==> src/rtl/operand_matcher_stream.sv <==
// Streaming operand matcher: ANDs an activation/weight bitmask pair and emits
// dense (activation, weight) index pairs for each matched position, up to LANES
// pairs per beat, under a valid/ready handshake.
module operand_matcher_stream #(
  parameter int unsigned BITMASK_LENGTH = 16,
  parameter int unsigned INDEX_BITWIDTH = 4,
  parameter int unsigned LANES          = 4
) (
  input  logic                                clock,
  input  logic                                resetn,
  input  logic                                ivalid,
  output logic                                iready,
  input  logic [BITMASK_LENGTH-1:0]           bitmaskA,
  input  logic [BITMASK_LENGTH-1:0]           bitmaskW,
  output logic                                ovalid,
  input  logic                                oready,
  output logic [LANES*INDEX_BITWIDTH-1:0]     oIndexA,
  output logic [LANES*INDEX_BITWIDTH-1:0]     oIndexW,
  output logic [LANES-1:0]                    oLaneMask,
  output logic                                oLast
);

  localparam int unsigned IW   = INDEX_BITWIDTH;
  localparam int unsigned CW   = $clog2(LANES + 1);
  localparam int unsigned PFXW = BITMASK_LENGTH * IW;
  localparam int unsigned OUTW = LANES * IW;

  typedef enum logic {
    IDLE = 1'b0,
    EMIT = 1'b1
  } state_t;

  state_t                    state_q;
  logic [BITMASK_LENGTH-1:0] r_q;
  logic [PFXW-1:0]           pa_q;
  logic [PFXW-1:0]           pw_q;

  logic [PFXW-1:0]           pa_d;
  logic [PFXW-1:0]           pw_d;
  logic [IW-1:0]             acc_a;
  logic [IW-1:0]             acc_w;

  logic [BITMASK_LENGTH-1:0] sel;
  logic [CW-1:0]             cnt;
  logic [OUTW-1:0]           idx_a;
  logic [OUTW-1:0]           idx_w;
  logic [LANES-1:0]          lane_mask;
  logic                      last_c;
  logic                      emit_c;
  logic                      accept_c;

  // Exclusive prefix popcounts of the incoming masks (dense stream indices).
  always_comb begin
    acc_a = '0;
    acc_w = '0;
    pa_d  = '0;
    pw_d  = '0;
    for (int i = 0; i < int'(BITMASK_LENGTH); i++) begin
      pa_d[i*IW +: IW] = acc_a;
      pw_d[i*IW +: IW] = acc_w;
      acc_a = acc_a + IW'(bitmaskA[i]);
      acc_w = acc_w + IW'(bitmaskW[i]);
    end
  end

  // Pick the lowest LANES set positions of the remaining mask, packed from lane 0.
  always_comb begin
    cnt       = '0;
    sel       = '0;
    idx_a     = '0;
    idx_w     = '0;
    lane_mask = '0;
    for (int i = 0; i < int'(BITMASK_LENGTH); i++) begin
      if (r_q[i] && (cnt < CW'(LANES))) begin
        for (int k = 0; k < int'(LANES); k++) begin
          if (cnt == CW'(k)) begin
            idx_a[k*IW +: IW] = pa_q[i*IW +: IW];
            idx_w[k*IW +: IW] = pw_q[i*IW +: IW];
          end
        end
        sel[i] = 1'b1;
        cnt    = cnt + CW'(1);
      end
    end
    for (int k = 0; k < int'(LANES); k++) begin
      lane_mask[k] = (CW'(k) < cnt);
    end
  end

  // Handshake and beat outputs; all fields forced to zero outside EMIT.
  assign emit_c    = (state_q == EMIT);
  assign last_c    = ((r_q & ~sel) == '0);
  assign iready    = (state_q == IDLE) || (emit_c && last_c && oready);
  assign accept_c  = ivalid && iready;
  assign ovalid    = emit_c;
  assign oLast     = emit_c && last_c;
  assign oIndexA   = emit_c ? idx_a : '0;
  assign oIndexW   = emit_c ? idx_w : '0;
  assign oLaneMask = emit_c ? lane_mask : '0;

  // State, remaining mask and latched prefix counts.
  always_ff @(posedge clock or negedge resetn) begin
    if (!resetn) begin
      state_q <= IDLE;
      r_q     <= '0;
      pa_q    <= '0;
      pw_q    <= '0;
    end else if (accept_c) begin
      // A new transaction may land on the final beat's handshake edge.
      state_q <= EMIT;
      r_q     <= bitmaskA & bitmaskW;
      pa_q    <= pa_d;
      pw_q    <= pw_d;
    end else if (emit_c && oready) begin
      r_q <= r_q & ~sel;
      if (last_c) begin
        state_q <= IDLE;
      end
    end
  end

endmodule
==> config.mk <==
export PLATFORM = sky130hd
export DESIGN_NAME = operand_matcher_stream
export DESIGN_NICKNAME = d
export VERILOG_FILES = /design/src/rtl/operand_matcher_stream.sv
export SDC_FILE = /design/constraint.sdc
export NUM_CORES = 1
export LEC_CHECK = 0
export CAP_MARGIN = 20
export CORE_ASPECT_RATIO = 1.5
export CORE_MARGIN = 4
export CORE_UTILIZATION = 60
export DETAILED_ROUTE_END_ITERATION = 7
export PLACE_DENSITY = 0.91
export SLEW_MARGIN = 20
export SYNTH_ARGS = -nofsm -noshare
export SYNTH_HDL_FRONTEND = slang
export SYNTH_SLANG_ARGS = --single-unit
==> constraint.sdc <==
create_clock -name clock -period 18.9 [get_ports clock]
set_input_delay 1.89 -clock clock [delete_from_list [all_inputs] [get_ports clock]]
set_output_delay 1.89 -clock clock [all_outputs]
set_load 0.05 [all_outputs]
* Yosys cells after proc, flatten, opt, wreduce, memory -nomap -nowiden
Index checks and enable logic that the tools add are counted.
** Operators by class
- Mux-type cells :: 190
- Reduce and logical (&&, ||, !) cells :: 39
- Add/subtract/negate cells :: 43
- Equality and inequality tests :: 45
- $lt $le $gt $ge :: 19
- Bitwise operators :: 4
** Operators with widths (count)
- 2-to-1 mux 16 bit :: 32
- 2-to-1 mux 4 bit :: 113
- equality test 3 x 2 -> 1 bit (second input constant) :: 30
- adder 4 x 1 -> 4 bit :: 22
- adder 3 x 1 -> 3 bit (second input constant) :: 15
- equality test 3 x 1 -> 1 bit (second input constant) :: 15
- zero test 3 bit :: 15
- less-than comparator 3 bit (second input constant) :: 15
- 2-to-1 mux 3 bit :: 15
- AND 16 bit :: 2
- 2-to-1 mux 1 bit :: 28
- 2-to-1 mux 13 bit :: 2
- logical AND 1 bit :: 19
- zero test 16 bit :: 1
- NOT 16 bit :: 1
- adder 3 x 1 -> 4 bit :: 2
- adder 2 x 1 -> 3 bit :: 2
- less-than comparator 1 x 3 -> 1 bit (first input constant) :: 2
- less-than comparator 2 x 3 -> 1 bit (first input constant) :: 2
- adder 1 x 1 -> 2 bit :: 2
- nonzero test 2 bit :: 2
- AND reduction 2 bit :: 1
- logical OR 1 bit :: 1
- NOT 1 bit :: 1
** Word-level totals
- Logic and storage cells :: 344
- Input port bits :: 36
- Output and inout port bits :: 39
- Bits in registers :: 131

* Logic depth before layout (Yosys ltp)
Gate-level depths: netlist of the first run.
- Depth after elaboration :: 55
- Depth in mapped cells :: 72
- Depth with buffers taken out :: 60

* Worst setup path after synthesis of the first run
Ideal clock, no wire load.
- Kind :: register to output
- From :: register r_q[0]
- To :: output oIndexA[10]
- Stages on the path, launching flop included :: 67
- Data required time :: 17.010 ns
- Slack :: 3.834 ns
- Arrival :: 13.176 ns
- Path buffers :: 14
- Cells stage by stage :: dfrtp_1 > inv_1 > ha_1 > buf_6 > and3_1 > buf_6 > clkinv_4 > buf_8 > clkbuf_1 > ha_1 > nand2b_1 > buf_2 > and2_4 > buf_6 > ha_1 > or2b_2 > nand2_4 > inv_1 > (+31 left out) > nand2_1 > a21oi_1 > inv_1 > ha_1 > ha_1 > nand2b_1 > and3_1 > clkbuf_1 > and2_1 > clkbuf_1 > xnor2_1 > xnor2_2 > inv_2 > ha_1 > nand2_1 > clkbuf_1 > nand3_1 > a21boi_0
** On the way
- Word-level cells in the longest chain between the ends :: 47
- Elaborated cells between the ends (all ways) :: 102
- Classes of those cells :: add/sub: 14; order compare: 15; eq/ne: 14; mux: 44; reduce/logical: 15
** RTL lines
- start, declared :: RTL line 34 : logic [BITMASK_LENGTH-1:0] r_q;
- start signal, assigned :: RTL line 111 : r_q <= bitmaskA & bitmaskW;
- start signal, assigned :: RTL line 115 : r_q <= r_q & ~sel;
- 2-to-1 mux 1 bit (*) :: RTL line 74 : if (r_q[i] && (cnt < CW'(LANES))) begin
- less-than comparator 3 bit :: RTL line 74
- logical AND 1 bit :: RTL line 74
- 2-to-1 mux 3 bit (*) :: RTL line 74
- less-than comparator 3 bit :: RTL line 74
- logical AND 1 bit :: RTL line 74
- 2-to-1 mux 3 bit :: RTL line 74
- less-than comparator 3 bit :: RTL line 74
- (+31 left out)
- 2-to-1 mux 3 bit :: RTL line 74
- less-than comparator 3 bit :: RTL line 74
- logical AND 1 bit :: RTL line 74
- 2-to-1 mux 3 bit :: RTL line 74
- less-than comparator 3 bit or equality test 3 x 2 -> 1 bit (tied branches) :: RTL line 74, 76
- logical AND 1 bit or 2-to-1 mux 4 bit (tied branches) :: RTL line 74, 76
- 2-to-1 mux 16 bit (*) :: RTL line 74
- 2-to-1 mux 16 bit (*) :: RTL line 97 : assign oIndexA = emit_c ? idx_a : '0;
- end, declared :: RTL line 17 : output logic [LANES*INDEX_BITWIDTH-1:0] oIndexA,
Every way passes the cells marked *; elsewhere a longest branch is shown, timed or not.

* Worst setup path in the final report of the first run
- From :: register r_q[0]
- To :: output oIndexA[14]
The elaborated chain is that of the path after synthesis.

==> results.md, run 1 <==
Floorplanning:
- The initial utilization of the core area, before any placement, comes to 0.613.
- For this design the top-level I/O count stands at 75.
- The x dimension of the die is 126 um.
- Measured along the y axis, the die boundary spans ~190 um.
- In this run the core area contains 64 standard-cell rows.
- The die area is 23400 um^2.
- The core region is 20500 um^2.

Finish:
- The number of antenna diodes in the final layout is 0.
- The final-stage net count is 1816.
- The footprint of the multi-input gates is 8750 um^2.
- The share of post-route cells with drive strength above 1 is 0.0534.
- Compared with the post-synthesis result, the final layout area differs by 9.76%.
- Across the whole layout, storage elements account for 3130 um^2.
- The layout has 1766 filler cells.

Clock tree:
- TritonCTS built the clock tree.
- The tree is rooted in a sky130_fd_sc_hd__clkbuf_16.
- Once the clock tree was built, the resizer swapped 0 gates to a different size.
- The clock transition at the registers of the reported paths is 0.06 ns.
- The latest clock arrival within the worst-skew pair is 0.45 ns.
- The total clock buffers created by CTS is 17.
- In this run the number of H-tree levels came out at 4.
- The number of clock sinks is 125.
- Post-CTS timing repair inserted 0 buffers for setup.
- Counting along the longest clock path gives a buffer depth of 2.
- The total of hold buffers inserted after clock tree synthesis is 0.

Run status:
- The flow ran to the end, and the final reports show no timing, DRC or antenna violations.

Worst setup path:
- The worst register-to-register path has a setup slack of 4.21 ns.
- The worst-path cell with the longest stage delay is sky130_fd_sc_hd__clkdlybuf4s50_1.
- On the worst path, the slowest cell contributes a delay of 0.82 ns.
- The cell count of the worst reg-to-reg path is 59.
- The data required time of the worst path is 17.01 ns.
- The startpoint-to-endpoint class of the critical path is reg -> out.
- The endpoint of the most critical register-to-register path is r_q[14].
- The endpoint class of the critical path is an output pin.
- The startpoint identified for the worst register-to-register timing path is r_q[0].
- The top fanout value on the critical path is 21.
- Tracing the worst setup path back leads to its startpoint at r_q[0].
- The most numerous cell type found on the critical path is sky130_fd_sc_hd__ha_1.
- STA puts the critical path data arrival time at 14.48 ns.
- The launching element type of the critical path is a flop.

Timing:
- In this run the tightest slew margin relative to its limit is 0.361.
- Summed over all failing endpoints, the final setup total negative slack is 0 ns.
- Setup violations remaining at the end of the flow were counted as 0.
- Derived from the worst setup path, the maximum achievable clock frequency is 0.0611 GHz.
- The clock skew after layout is between 0.01 and 0.015 ns.
- Setup repair after global routing left no endpoint under its margin.
- The total count of hold-check failures in the final report was 0.
- The slew of the pin with the lowest slew margin is 0.957 ns.
- The time the final worst path needs with I/O delays and setup is roughly 16 ns.
- The total count of max-transition violations in the final report came to 0.
- The part of the cycle the worst path needs is 0.866.

Route:
- Across all layers, the routed design uses roughly 13000 vias.
- The number of DRC markers after the initial detailed-route iteration is about 1600.
- The detailed-route DRC error count is 0.
- The count of antenna-violating nets left after detailed routing is 0.
- Summed over all layers, the routed wires come to 48100 um.
- Dividing the detail-routed via count by the number of cells gives about 6.8.
- The first detailed-routing pass ran for 8 iterations.
- Dividing the detail-routed wire length by the instance count gives about 25 um.

Hold path:
- The cell count of the worst hold path is 2.
- The worst hold path belongs to the class reg -> reg.
- In this run the most critical hold path is launched from pa_q[37].
- The path with the worst hold slack has its endpoint at pa_q[37].

Logic synthesis:
- The commonest register cell after synthesis is sky130_fd_sc_hd__dfrtp_1.
- The post-synthesis cell area is ~13000 um^2.
- The commonest cells after synthesis are sky130_fd_sc_hd__nand2_1 (395), sky130_fd_sc_hd__o21ai_0 (171), sky130_fd_sc_hd__dfrtp_1 (125), sky130_fd_sc_hd__ha_1 (121), sky130_fd_sc_hd__nand3_1 (116).
- The number of enable flip-flop cells after synthesis is 0.
- The largest total area in the synthesized netlist belongs to sky130_fd_sc_hd__dfrtp_1.
- In the post-synthesis netlist, the biggest area contributors are sky130_fd_sc_hd__dfrtp_1 (25%), sky130_fd_sc_hd__ha_1 (12%), sky130_fd_sc_hd__nand2_1 (12%), sky130_fd_sc_hd__o21ai_0 (6.8%), sky130_fd_sc_hd__nand3_1 (4.6%).
- The share of flip-flops with an asynchronous set or reset after synthesis is 1.00.
- The warning count from the yosys run is 0.
- Averaged over all synthesized cells, the footprint is 7.53 um^2.
- The number of distinct library cells after synthesis is 82.
- The register area share after synthesis is 0.249.
- The net count after synthesis is 1831.
- Synthesis produced around 1700 cells.
- The top cell type's share of synthesized area is 0.249.
- In this run, synthesis produced a sequential element count of approximately 130.
- The most common cell in the synthesized netlist is sky130_fd_sc_hd__nand2_1.

GRT:
- The first global-routing pass estimated 73500 um of wire.
- The total overflow left after global routing is 0.
- The initial antenna violation count is 0.
- The number of global-route vias before repair is 12950.
- The largest net degree at the start of global routing is 90.
- For this run, the total global-route usage over all layers was measured as 0.411.

Run:
- The max-cap violation count is 0.

Place:
- The placer's final routability congestion estimate is 1.08.
- The count of buffers from port buffering is 74.
- Once detailed placement completed, the half-perimeter wirelength came to 36500 um.
==> cell families (layout without fill, tap and decap cells) <==
group           count (synthesis)  after routing  share of synthesized area
compound gates                456            456                      0.229
xor+xnor                       60             60                     0.0609
fa+ha+maj                     125            125                      0.127
buf+inv                       158            156                     0.0559
flops                         125            125                      0.249
mux                            19             19                     0.0164
simple gates                  727            727                      0.262
==> state kept, by name, indices dropped and copies added (netlist names) <==
register  count
pa_q         54
pw_q         54
ovalid        1
r_q          16
==> layout make-up <==
class	count	area share
tap	264	0.0239
timing repair buffer	80	0.0567
sequential	125	0.227
multi-input combinational	1387	0.634
clock buffer	17	0.0308
clock inverter	15	0.0151
inverter	44	0.0125
==> critical path, delay by kind of cell, from the launching register on <==
| kind | cells | cell delay [ns] |
|---|---|---|
| buffers and inverters | 9 | 2.01 |
| DFF | 1 | 0.43 |
| AOI/OAI and AO/OA | 7 | 1.40 |
| adders and majority gates | 14 | 3.98 |
| xor gates and xnor gates | 2 | 0.39 |
| and+or+nand+nor | 26 | 5.80 |
==> routing by layer <==
metal / vias to the layer above / GRT usage / share of wire
li1: 5961 / - / -
met1: 6063 / 0.417 / 0.33
met2: 856 / 0.721 / 0.49
met3: 317 / 0.0724 / 0.072
met4: 0 / 0.359 / 0.11
met5: - / 0 / 0
==> layout by cell type (no fill, tap or decap), types with 37 or more instances in the layout <==
| cell | n |
|---|---|
| sky130_fd_sc_hd__nand2_1 | 394 |
| sky130_fd_sc_hd__o21ai_0 | 171 |
| sky130_fd_sc_hd__and3_1 | 44 |
| sky130_fd_sc_hd__dfrtp_1 | 125 |
| sky130_fd_sc_hd__o211ai_1 | 44 |
| sky130_fd_sc_hd__inv_1 | 37 |
| sky130_fd_sc_hd__nand3_1 | 116 |
| sky130_fd_sc_hd__clkdlybuf4s50_1 | 73 |
| sky130_fd_sc_hd__nor2_1 | 62 |
| sky130_fd_sc_hd__a21oi_1 | 81 |
| sky130_fd_sc_hd__ha_1 | 121 |
==> how the worst max path moves through the flow <==
stage                              to  depth (start not counted)
final                     oIndexA[14]                         58
after global routing       oIndexA[4]                         56
after CTS                  oIndexW[6]                         56
after detailed placement   oIndexW[6]                         56
after global placement     oIndexW[6]                         56
after floorplan           oIndexA[10]                         66
==> through the flow <==
stage | instance area (um^2) | util | setup slack [ns] | hold slack (ns) | std cells
6_report | 13800 | 0.673 | 2.53 | 0.554 | 1932
4_1_cts | 13800 | 0.673 | 2.77 | 0.535 | 1932
3_3_place_gp | 13200 | 0.642 | 3.75 | 0.511 | 1900
3_5_place_dp | 13200 | 0.642 | 3.29 | 0.519 | 1900
5_1_grt | 13800 | 0.673 | 1.48 | 0.575 | 1932
2_1_floorplan | 12600 | - | 3.83 | 0.468 | 1670
Power of run 1 is not shown: default switching activity piles up to over one toggle a cycle in this logic, so the estimate is an artifact.
==> inputs of run 2 (changes only) <==
--- a/config.mk
+++ b/config.mk
@@ -6,7 +6,6 @@
 export NUM_CORES = 1
 export LEC_CHECK = 0
 export CAP_MARGIN = 20
-export CORE_ASPECT_RATIO = 1.5
 export CORE_MARGIN = 4
 export CORE_UTILIZATION = 60
 export DETAILED_ROUTE_END_ITERATION = 7
==> run 2 against run 1 <==
The run now ends with design-rule violations left; die area down 0.20%; global-route usage down 0.47 points; register-to-register slack better by 0.02 ns; worst setup slack worse by 0.24 ns; core utilization down 0.069 points; cell count up 0.26%; design area down 0.44%; first-iteration DRC count up 32%; highest routed layer is now met5.
==> results.md, run 2 (synthesis gave the netlist of run 1 again) <==
Floorplanning:
- The vertical die dimension is approximately 150 um.
- The area of the core is 20400 um^2.
- The effective utilization at floorplan is 0.616.
- The die area is 23300 um^2.
- For this design the top-level I/O count stands at 75.
- The die is 153 um wide.
- The initialized floorplan defines 52 standard-cell rows.

Finish:
- The area growth from synthesis to layout is 9.27%.
- Leaving out fill and tap cells, the most frequent cells in the layout are sky130_fd_sc_hd__nand2_1 (394), sky130_fd_sc_hd__o21ai_0 (171), sky130_fd_sc_hd__dfrtp_1 (125).
- Of the cells placed in the final design, the portion with a size suffix greater than 1 is 0.0528.
- The post-route standard cell area excluding fillers is 13700 um^2.
- The final-stage net count is 1815.
- The core occupancy in the finished layout is 0.673.
- In the final layout, the registers with the most flip-flops are pa_q x54, pw_q x54, r_q x16.
- The library cell used most frequently in the layout, excluding fill and tap cells, is sky130_fd_sc_hd__nand2_1.
- 0 antenna diodes ended up in the layout.

Clock tree:
- The post-CTS resize count is 0.
- The deepest clock path buffer count is 2.
- Post-CTS timing repair inserted 0 buffers for setup.
- TritonCTS built the clock tree.
- The cell sitting at the root of the clock tree is a sky130_fd_sc_hd__clkbuf_16.
- In this run the number of H-tree levels came out at 4.
- The latest clock arrival within the worst-skew pair is 0.44 ns.
- The total of hold buffers inserted after clock tree synthesis is 0.
- The total clock buffers created by CTS is 17.
- The clock drives 125 sinks.
- The clock transition at the registers of the reported paths is about 0.070 ns.

Route:
- For this run, design rule violations remaining after detail routing come to 4.
- The average wire per standard cell is about 25 um.
- The routed wire length is 48400 um.
- The number of DRC markers after the initial detailed-route iteration is 2112.
- The first TritonRoute pass finished after 8 iterations.
- After detailed routing, the number of vias per cell comes to roughly 6.9.
- The count of antenna-violating nets left after detailed routing is 0.
- The final route contains 13387 vias.

Timing:
- The time the final worst path needs with I/O delays and setup is between 15 and 20 ns.
- The total count of hold-check failures in the final report was 0.
- In the final timing run, aggregate negative setup slack is 0 ns.
- The total count of max-transition violations in the final report is 0.
- In this run the tightest slew margin relative to its limit is 0.320.
- Final hold analysis gives a worst-case slack of 0.555 ns.
- The slew of the pin with the lowest slew margin is 1.01 ns.
- Setup repair after global routing left no endpoint under its margin.
- The clock skew after layout is 0.0289 ns.
- The number of endpoints failing setup at the final stage is 0.
- Dividing the final minimum period by the clock period gives 0.879.
- The maximum frequency from static timing analysis is roughly 0.060 GHz.

Run status:
- The checks that failed: design-rule violations.
- The run finished, with violations left.

Worst setup path:
- STA puts the critical path data required time at 17.01 ns.
- For this run, the slowest stage of the critical path takes 0.89 ns.
- Data arrives at the worst endpoint at between 10 and 15 ns.
- The most numerous cell type found on the critical path is sky130_fd_sc_hd__ha_1.
- In this run the worst path has a maximum fanout of 21.
- The worst-path cell with the longest stage delay is sky130_fd_sc_hd__clkdlybuf4s50_1.
- STA classifies the critical path startpoint as a flop.
- The startpoint-to-endpoint class of the critical path is reg -> out.
- The worst setup path is captured at an output pin.

Place:
- The detailed placement HPWL is 36600 um.
- The placer's final routability congestion estimate is about 1.1.
- The count of buffers from port buffering is 74.
- After detailed placement, the total cell area comes to 13200 um^2.

GRT:
- The initial antenna violation count was 1.
- The number of global-route vias before repair is 12793.
- In the global route stage, overall resource usage came out at 0.406.
- The wire length of the first global-routing pass is 74100 um.
- Entering global routing, the biggest net connects 67 pins.
- After global routing the overflow that remains totals 0.

Hold path:
- The kind of path behind the tightest hold check is reg -> reg.

Run:
- The max-cap violation count is 0.
[run 2: routing by layer]
metal | track usage | share of wire
met4 | 0.109 | 0.027
met3 | 0.118 | 0.16
met5 | 0.0248 | 0.0018
met2 | 0.582 | 0.41
met1 | 0.598 | 0.40
[run 2: worst paths after layout]
kind / startpoint / to / slack, ns / cells past startpoint
min in group asynchronous: resetn / pw_q[16] / 1.54 / 1
hold reg to reg: pa_q[4] / pa_q[4] / 0.56 / 2
max in group asynchronous: resetn / pa_q[36] / 16.01 / 2
setup reg to reg: r_q[0] / r_q[11] / 4.23 / 58
hold / removal: pa_q[4] / pa_q[4] / 0.56 / 2
setup / recovery: r_q[0] / oIndexA[4] / 2.29 / 55
[run 2: area by class of cell]
| class | count | area, um^2 |
|---|---|---|
| Clock inverter | 15 | 148 |
| Timing Repair Buffer | 79 | 776 |
| Sequential cell | 125 | 3130 |
| Tap cell | 270 | 338 |
| Clock buffer | 17 | 425 |
| Inverter | 44 | 173 |
| Fill cell | 1690 | 6690 |
| Multi-Input combinational cell | 1387 | 8750 |
[run 2: critical path, delay by kind of cell, from the launching register on]
kind	cells	cell delay [ns]
AOI/OAI and AO/OA	8	1.66
buffers and inverters	9	2.11
and+or+nand+nor	24	6.01
muxes	1	0.19
adders and majority gates	13	3.84
DFF	1	0.46
[run 2: per-stage QoR]
stage | worst slack, ns | instances
after CTS | 2.65 | 1937
after detailed placement | 3.15 | 1905
after floorplan | 3.83 | 1670
final | 2.29 | 1937
after global placement | 3.74 | 1905
after global routing | 1.41 | 1937
Power of run 2 is left out for the same reason.
